<file path="src/rtl/lcd_pkg.sv">
// Shared types and HD44780 command bytes for the LCD bus sequencer.
package lcd_pkg;

  typedef enum logic [2:0] {
    PWRUP,
    LOAD_INIT,
    IDLE,
    SETUP,
    EHIGH,
    ELOW,
    WAIT
  } lcd_state_e;

  localparam logic [7:0] LCD_CLEAR     = 8'h01;
  localparam logic [7:0] LCD_HOME      = 8'h02;
  localparam logic [7:0] LCD_FSET_8B2L = 8'h38;
  localparam logic [7:0] LCD_DISP_ON   = 8'h0C;
  localparam logic [7:0] LCD_ENTRY_INC = 8'h06;

  // Clear and home need extra settle time on the panel.
  function automatic logic slow_cmd(
    input logic       rs,
    input logic [7:0] d
  );
    return !rs && (d == LCD_CLEAR || d == LCD_HOME);
  endfunction

endpackage

</file>
<file path="src/rtl/lcd_init_rom.sv">
// Power-up command table for the HD44780 in 8-bit, 2-line mode.
module lcd_init_rom
  import lcd_pkg::*;
(
  input  logic [2:0] idx,
  output logic [7:0] data
);

  always_comb begin
    data = 8'h00;
    case (idx)
      3'd0, 3'd1, 3'd2: data = LCD_FSET_8B2L;
      3'd3:             data = LCD_DISP_ON;
      3'd4:             data = LCD_CLEAR;
      3'd5:             data = LCD_ENTRY_INC;
      default:          data = 8'h00;
    endcase
  end

endmodule

</file>
<file path="src/rtl/lcd_hd44780_ctrl.sv">
// HD44780 8-bit write-only bus sequencer paced by the E-rate tick.
module lcd_hd44780_ctrl
  import lcd_pkg::*;
#(
  parameter int POWERUP_TICKS    = 4,
  parameter int CLEAR_WAIT_TICKS = 1,
  parameter int INIT_LEN         = 6
) (
  input  logic       clk,
  input  logic       rst,
  input  logic       tick_i,
  input  logic       wr_valid,
  output logic       wr_ready,
  input  logic       wr_rs,
  input  logic [7:0] wr_data,
  output logic       init_done,
  output logic       busy,
  output logic       lcd_rs,
  output logic       lcd_rw,
  output logic       lcd_e,
  output logic [7:0] lcd_data
);

  localparam int CNT_MAX =
    (POWERUP_TICKS > CLEAR_WAIT_TICKS) ?
    POWERUP_TICKS : CLEAR_WAIT_TICKS;
  localparam int CW = $clog2(CNT_MAX + 1);

  lcd_state_e    state_q, state_d;
  logic [CW-1:0] cnt_q, cnt_d;
  logic [2:0]    idx_q, idx_d;
  logic          rs_q, rs_d;
  logic [7:0]    data_q, data_d;
  logic          e_q, e_d;
  logic          done_q, done_d;
  logic          step;
  logic [7:0]    rom_data;
  logic          last_init;
  logic          pwr_hit;
  logic          wait_hit;
  logic          need_wait;

  lcd_init_rom u_rom (
    .idx  (idx_q),
    .data (rom_data)
  );

  assign last_init = int'(idx_q) >= INIT_LEN - 1;
  assign pwr_hit   = int'(cnt_q) >= POWERUP_TICKS - 1;
  assign wait_hit  = int'(cnt_q) >= CLEAR_WAIT_TICKS - 1;
  assign need_wait = slow_cmd(rs_q, data_q) &&
                     (CLEAR_WAIT_TICKS > 0);

  assign wr_ready  = (state_q == IDLE) && done_q;
  assign busy      = !wr_ready;
  assign init_done = done_q;
  assign lcd_rs    = rs_q;
  assign lcd_rw    = 1'b0;
  assign lcd_e     = e_q;
  assign lcd_data  = data_q;

  always_comb begin
    state_d = state_q;
    cnt_d   = cnt_q;
    idx_d   = idx_q;
    rs_d    = rs_q;
    data_d  = data_q;
    e_d     = e_q;
    done_d  = done_q;
    step    = 1'b0;
    unique case (state_q)
      PWRUP: begin
        if (tick_i) begin
          if (pwr_hit) begin
            state_d = LOAD_INIT;
            cnt_d   = '0;
            idx_d   = '0;
          end else begin
            cnt_d = cnt_q + CW'(1);
          end
        end
      end
      LOAD_INIT: begin
        rs_d    = 1'b0;
        data_d  = rom_data;
        state_d = SETUP;
      end
      IDLE: begin
        // An accept edge never consumes a tick.
        if (wr_valid && wr_ready) begin
          rs_d    = wr_rs;
          data_d  = wr_data;
          state_d = SETUP;
        end
      end
      SETUP: begin
        if (tick_i) begin
          state_d = EHIGH;
          e_d     = 1'b1;
        end
      end
      EHIGH: begin
        if (tick_i) begin
          state_d = ELOW;
          e_d     = 1'b0;
        end
      end
      ELOW: begin
        if (tick_i) begin
          if (need_wait) begin
            state_d = WAIT;
            cnt_d   = '0;
          end else begin
            step = 1'b1;
          end
        end
      end
      WAIT: begin
        if (tick_i) begin
          if (wait_hit) begin
            cnt_d = '0;
            step  = 1'b1;
          end else begin
            cnt_d = cnt_q + CW'(1);
          end
        end
      end
      default: state_d = PWRUP;
    endcase
    if (step) begin
      if (!done_q && !last_init) begin
        idx_d   = idx_q + 3'd1;
        state_d = LOAD_INIT;
      end else begin
        state_d = IDLE;
        done_d  = 1'b1;
      end
    end
  end

  always_ff @(posedge clk) begin
    if (rst) begin
      state_q <= PWRUP;
      cnt_q   <= '0;
      idx_q   <= '0;
      rs_q    <= 1'b0;
      data_q  <= 8'h00;
      e_q     <= 1'b0;
      done_q  <= 1'b0;
    end else begin
      state_q <= state_d;
      cnt_q   <= cnt_d;
      idx_q   <= idx_d;
      rs_q    <= rs_d;
      data_q  <= data_d;
      e_q     <= e_d;
      done_q  <= done_d;
    end
  end

endmodule

</file>
<file path="config.mk">
export PLATFORM = sky130hd
export DESIGN_NAME = lcd_hd44780_ctrl
export DESIGN_NICKNAME = d
export VERILOG_FILES = /design/src/rtl/lcd_pkg.sv /design/src/rtl/lcd_init_rom.sv /design/src/rtl/lcd_hd44780_ctrl.sv
export SDC_FILE = /design/constraint.sdc
export NUM_CORES = 1
export LEC_CHECK = 0
export BUFFER_PORTS_ARGS = -buffer_cell sky130_fd_sc_hd__buf_4
export CAP_MARGIN = 20
export CORE_ASPECT_RATIO = 1.25
export CORE_MARGIN = 8
export CORE_UTILIZATION = 48
export CTS_CLUSTER_DIAMETER = 30
export DETAILED_ROUTE_END_ITERATION = 8
export PLACE_DENSITY_LB_ADDON = 0.12
export SLEW_MARGIN = 40
export SYNTH_ARGS = -nofsm -noshare
export SYNTH_HDL_FRONTEND = slang
export SYNTH_SLANG_ARGS = --single-unit
export TNS_END_PERCENT = 5
</file>
<file path="constraint.sdc">
create_clock -name clk -period 1.8 [get_ports clk]
set_input_delay 0 -clock clk [delete_from_list [all_inputs] [get_ports clk]]
set_output_delay 0 -clock clk [all_outputs]
set_load 0.005 [all_outputs]
</file>
==> metrics.csv, run 1 <==
metric,value,unit
status,completed,
die_h,73.1,um
netlist.area_leader.share,0.319,
grt.overflow.total,0,
cts-htree-levels,1,
worst-path-buf-inv,0,
fin_worst_skew,0.00577,ns
synth.ff_latch_count,20,
crit_family,compound AO/OA/AOI/OAI gates,
fin_crit,1.73,ns
cts_num_sinks,20,
drt_pre_antenna_iters,5,
combinationalPowerShare,0.436,
power_density,990,nW/um2
boundaryPins,27,
worst_ep_arrival_time,1.97,ns
avgSynthCellArea,8.30,um2
num_vias,1193,
wire_per_inst,15.0,um
fmaxAchievable,579,MHz
netSwitchingFraction,0.370,
postCtsSetupRepairBufs,0,
async_flop_share,0,
crit_path_frequent_cell,sky130_fd_sc_hd__ha_1,
grt_pass1_vias,1216,
setup.worst_path.end_class,flop,
grt_max_degree,19,
synthesis.area,1250,um2
clock_latency,0.31,ns
drv_slew,0,
die_span_x,61.7,um
dominant_cells_by_area_after_synthesis,"sky130_fd_sc_hd__dfxtp_1 32%, sky130_fd_sc_hd__mux2i_1 8.0%, sky130_fd_sc_hd__ha_1 7.0%",
yosys_most_used_dff,sky130_fd_sc_hd__dfxtp_1,
worstPathMaxFanout,4,
detail-route-antenna-nets,0,
timing.max_cap.violations,0,
design.die.area,4510,um2
total_leakage_power,0.651,nW
ratio_of_cells_with_drive_above_1_in_the_final_layout,0.256,
detailed_place_hpwl,2420,um
totalWireLength,3200,um
n_antenna_cell,0,
yosysWarnings,0,
cts-root-to-sink-buffers,2,
finalHoldViolations,0,
grt_antenna_before_repair,0,
final_critical_path_share_of_the_clock_period,0.959,
floorplan.core_area,2450,um2
switchingPower,0.571,mW
dp_cells,205,
crit_path_top_delay_cell,sky130_fd_sc_hd__dfxtp_1,
crit_chain,"ha_1, ha_1, a211o_1, a41oi_1, nand2_1, mux2i_1",
hold_path_class,input port to flop,
worst_setup_hold_path_clk_slew,0.12,ns
ys_types,45,
gp_congestion,0.840,
cp_launch_type,flop,
pwr-share-seq,0.391,
route.detailed.vias_per_inst,5.60,
floorplan.rows,20,
dr.first_iter.drc_count,37,
grt_use_total,0.152,
synthCells,151,
fin_total_pwr,1.54,mW
required,2.05,ns
clock_tree_from_tritoncts,yes,
final-instance-count-excl-fill,213,
finalSetupViolations,0,
clockRootBuffer,sky130_fd_sc_hd__clkbuf_4,
cts_buffers,3,
synth_largest_area_cell,sky130_fd_sc_hd__dfxtp_1,
internal_power,0.971,mW
grt_first_pass_wirelength,5400,um
critPathMaxStageDelay,0.36,ns
p_clk_frac,0.174,
starting_density_of_the_core,0.511,
worstSetupPathType,flop to flop,
synth-edff-count,0,
port-buffer-count,25,
area_delta_synth_final,24.3,%
rsz0062_at_grt,no,
synth_sequential_area_ratio,0.319,
ir_drop,0.000581,V
route.detailed.drc,0,
timing.setup.tns,0,ns
number_of_nets_in_the_synthesized_netlist,171,
final_nets,201,
-- worst register-to-register path: cells and delay by family (launching register included) --
| family | cells | cell delay [ns] |
|---|---|---|
| multiplexers | 1 | 0.14 |
| flip-flops | 1 | 0.36 |
| AND/OR/NAND/NOR | 1 | 0.09 |
| adder cells (fa/ha/maj) | 2 | 0.39 |
| AO/OA/AOI/OAI | 2 | 0.69 |
-- flip-flops by register name, indices dropped and copies added, names as in the netlist --
register and count:
lcd_data 8, cnt_q 3, idx_q 3, state_q 3
init_done 1, lcd_e 1, lcd_rs 1
-- timing repair --
item                       CTS  global route
setup endpoints to repair    1             4
hold endpoints to repair     5             0
hold buffers                 4             0
resized for setup            1             3
-- routing by layer --
layer	vias up	share of wire	GRT usage
met5	-	0	0
met3	8	0.064	0.0441
met2	41	0.48	0.247
met1	562	0.43	0.173
li1	582	-	-
met4	0	0.021	0.0711
-- cells in the mapped netlist (all sizes together), types with 3 or more instances --
cell type,n
a21oi,6
dfxtp,20
nand2,20
nor2,12
a211oi,5
ha,7
mux2i,10
inv,10
o211ai,3
clkbuf,3
and2,4
buf,7
o21ai,6
nand2b,4
nand3,3
or3b,3
-- layout by cell type (no fill, tap or decap), drive strengths merged, types with 2 or more instances in the layout --
cell,instances
clkbuf,4
nand2b,4
nor3b,2
nand3,3
nand2,20
nor4,2
or3b,3
inv,10
o31a,2
o21ai,6
dlygate4sd3,4
a211oi,5
or2,2
o211ai,3
and2,4
o311ai,2
mux2i,10
a21oi,6
ha,7
buf,31
dfxtp,20
nor2,12
-- cell families after synthesis --
logic type,Yosys count,share of synthesized area
simple gates,61,0.266
flops,20,0.319
xor+xnor,2,0.0140
mux,10,0.0798
other cells,1,0.00299
compound gates,30,0.172
buf+inv,20,0.0758
fa+ha+maj,7,0.0699
-- per-stage QoR --
step / instance area (um2) / util / hold WS, ns / setup WS, ns
final: 1560 / 0.635 / 0.0219 / 0.0737
after global routing: 1560 / 0.635 / 0.0528 / 0.0119
after CTS: 1550 / 0.632 / 0.0248 / 0.0130
after detailed placement: 1470 / 0.599 / 0.269 / 0.0405
after global placement: 1470 / 0.599 / 0.268 / 0.0850
after floorplan: 1250 / - / 0.145 / 0.0680
-- final timing paths --
kind               from     endpoint  slack, ns  depth (start not counted)
min reg2reg    cnt_q[2]     cnt_q[2]       0.49                          2
max            cnt_q[0]     idx_q[0]       0.07                          6
max reg2reg    cnt_q[0]     idx_q[0]       0.07                          6
min          wr_data[1]  lcd_data[1]       0.02                          3
-- cell type report --
| type | count | area [um2] |
|---|---|---|
| tap | 33 | 41.3 |
| clock buffer | 4 | 36.3 |
| multi-input combinational | 111 | 769 |
| fill | 235 | 895 |
| timing repair buffer | 35 | 273 |
| inverter | 10 | 37.5 |
| sequential | 20 | 400 |
-- power groups by stage --
stage          Clock (mW)  Combinational [mW]  Sequential [mW]
6_report            0.268               0.672            0.602
5_1_grt             0.288               0.754            0.615
4_1_cts             0.269               0.661            0.600
3_5_place_dp            0               0.652            0.611
3_3_place_gp            0               0.632            0.605
2_1_floorplan           0               0.450            0.593
No activity file was read; power rests on OpenSTA's default activity.
==> inputs of run 2 (changes only) <==
- ABC_AREA: not set -> 1
==> metrics.csv, run 2 <==
metric,value,unit,change
boundaryPins,27,,unchanged
crit_path_top_delay_cell,sky130_fd_sc_hd__dfxtp_1,,
stdcell_area,1620,um2,+4.3%
timing.reg2reg.setup_slack,0.29,ns,+0.22 ns
hold_path_class,input port to flop,,
floorplan.core_area,2630,um2,+7.1%
placement.setup.worst_slack,0.194,ns,+0.154 ns
required,2.01,ns,-0.04 ns
final_common_cell,sky130_fd_sc_hd__nand2_1,,
rsz0062_at_grt,no,,
synthCells,194,,+28%
grt_first_pass_wirelength,5590,um,+3.6%
clock_latency,0.31,ns,about the same
ratio_of_cells_with_drive_above_1_in_the_final_layout,0.205,,-0.0503
setup.worst_path.end_class,flop,,
crit_chain,"clkinv_2, nand3_4, inv_2, or2_0, o22ai_1, a21oi_2",,
final_critical_path_setup_slack,0.289,ns,+0.216 ns
grt_use_total,0.147,,-0.00517
gp_congestion,0.904,,+7.7%
synth_sequential_area_ratio,0.310,,-0.00958
totalWireLength,3310,um,+3.4%
finalHoldViolations,0,,unchanged
worstSetupPathType,flop to flop,,
dp_cells,250,,+22%
ys_types,30,,-33%
final-instance-count-excl-fill,263,,+23%
critPathMaxStageDelay,0.51,ns,+0.15 ns
design.die.area,4620,um2,+2.3%
power_density,1430,nW/um2,+44%
postCtsSetupRepairBufs,0,,unchanged
dr.first_iter.drc_count,76,,+110%
cts-htree-levels,1,,unchanged
worst_ep_arrival_time,1.72,ns,-0.25 ns
worstPathMaxFanout,9,,+5
mostFrequentLayoutCells,"43 x sky130_fd_sc_hd__nand2_1, 27 x sky130_fd_sc_hd__nor2_1, 26 x sky130_fd_sc_hd__buf_4",,
die_h,74.0,um,+1.2%
timing.setup.tns,0,ns,unchanged
ir_drop,0.000910,V,+57%
regArea,400,um2,unchanged
finalSetupViolations,0,,unchanged
synthesis.area,1290,um2,+3.1%
cts_buffers,3,,unchanged
synth-edff-count,0,,unchanged
final_critical_path_share_of_the_clock_period,0.839,,-0.120
grt_pass1_vias,1328,,+9.2%
fillers,265,,+13%
multi_input_area,753,um2,-2.1%
synthMostInstantiatedCell,sky130_fd_sc_hd__nand2_1,,
final_nets,250,,+24%
drt_pre_antenna_iters,4,,-1
cts_num_sinks,20,,unchanged
worst_setup_hold_path_clk_slew,0.12,ns,about the same
fmaxAchievable,662,MHz,+14%
async_flop_share,0,,unchanged
area_delta_synth_final,25.7,%,
status,completed,,
detailed_place_hpwl,2480,um,+2.5%
avgSynthCellArea,6.66,um2,-20%
synth.ff_latch_count,20,,unchanged
final.hold.worst_slack,0.0312,ns,+0.00931 ns
floorplan.rows,21,,+5.0%
num_vias,1320,,+11%
timing.max_cap.violations,0,,unchanged
total_leakage_power,0.769,nW,+18%
wire_per_inst,12.6,um,-16%
fin_crit,1.51,ns,-0.216 ns
most_common_library_cells_after_synthesis,"43 x sky130_fd_sc_hd__nand2_1, 27 x sky130_fd_sc_hd__nor2_1, 23 x sky130_fd_sc_hd__inv_1",,
drv_slew,0,,unchanged
cp_launch_type,flop,,
die_span_x,62.4,um,+1.1%
number_of_nets_in_the_synthesized_netlist,214,,+25%
clock_tree_from_tritoncts,yes,,
fin_worst_skew,0.00409,ns,-0.00168 ns
clockRootBuffer,sky130_fd_sc_hd__clkbuf_4,,
yosysWarnings,0,,unchanged
grt_max_degree,17,,-2
dominant_cells_by_area_after_synthesis,"sky130_fd_sc_hd__dfxtp_1 31%, sky130_fd_sc_hd__nand2_1 12%, sky130_fd_sc_hd__nor2_1 7.8%",,
route.detailed.drc,0,,unchanged
crit_family,flip-flops,,
n_antenna_cell,0,,unchanged
grt_antenna_before_repair,0,,unchanged
cts-root-to-sink-buffers,2,,unchanged
detail-route-antenna-nets,0,,unchanged
route.detailed.vias_per_inst,5.02,,-10%
yosys_most_used_dff,sky130_fd_sc_hd__dfxtp_1,,
placed_area,1490,um2,+1.5%
starting_density_of_the_core,0.492,,-0.0193
netlist.area_leader.share,0.310,,-0.00958
grt.overflow.total,0,,unchanged
worst-path-buf-inv,2,,+2
port-buffer-count,25,,unchanged
synth_largest_area_cell,sky130_fd_sc_hd__dfxtp_1,,
largest_register_ff_count,8,,unchanged
-- run 2: cell count changes after synthesis, moves of 4 or more --
cell,previous run,this run
sky130_fd_sc_hd__inv_1,10,23
sky130_fd_sc_hd__nand2_1,20,43
sky130_fd_sc_hd__nand3_1,3,12
sky130_fd_sc_hd__a211oi_1,5,0
sky130_fd_sc_hd__a31oi_1,0,6
sky130_fd_sc_hd__mux2i_1,10,0
sky130_fd_sc_hd__buf_2,4,0
sky130_fd_sc_hd__o21ai_1,1,8
sky130_fd_sc_hd__nor2_1,12,27
sky130_fd_sc_hd__nand2b_1,4,0
-- run 2: repair_timing --
item	CTS	global route
setup endpoints to repair	0	2
hold buffers	9	0
endpoints found under the hold margin	12	0
resized for setup	0	1
-- run 2: path summary, 6_finish.rpt --
path                                 start     endpoint  depth (start not counted)
worst max-delay path            state_q[2]  lcd_data[2]                          6
worst min-delay path                tick_i        lcd_e                          4
worst max register to register  state_q[2]  lcd_data[2]                          6
worst min register to register    cnt_q[2]     cnt_q[2]                          2
-- run 2: tightest hold or removal path, delay by kind of cell --
family                 cells  cell delay (ns)
buffers and inverters      2             0.16
AO/OA/AOI/OAI              2             0.14
-- run 2: per-layer routing --
metal  vias up  track usage  part of all wire
met5         -            0                 0
met4         0       0.0939             0.037
met3        11       0.0422             0.056
met2        34        0.271              0.50
met1       574        0.143              0.41
li1        701            -                 -
-- run 2: stage by stage --
stage | total power, mW | util
after floorplan | 1.70 | -
after global placement | 2.00 | 0.568
after detailed placement | 2.04 | 0.568
after CTS | 2.32 | 0.616
after global routing | 2.56 | 0.618
final | 2.32 | 0.618
-- run 2: final cells by class --
type                    count  area share
multi-input cells         142       0.464
flip-flops and latches     20       0.247
repair buffers             35       0.176
inverters                  28      0.0655
well taps                  34      0.0262
clock buffers               4      0.0223
-- run 2: cell families (layout without fill, tap and decap cells) --
logic type      after synthesis  in the layout  share of synthesized area
compound gates               37             37                      0.163
fa+ha+maj                     7              7                     0.0678
buf+inv                      32             67                      0.111
flops                        20             20                      0.310
other cells                   1              1                    0.00290
simple gates                 97             97                      0.346
-- run 2: power breakdown --
group | switching, mW | internal (mW)
Combinational | 0.792 | 0.516
Sequential | 0.154 | 0.589
Clock | 0.144 | 0.124
Total | 1.09 | 1.23
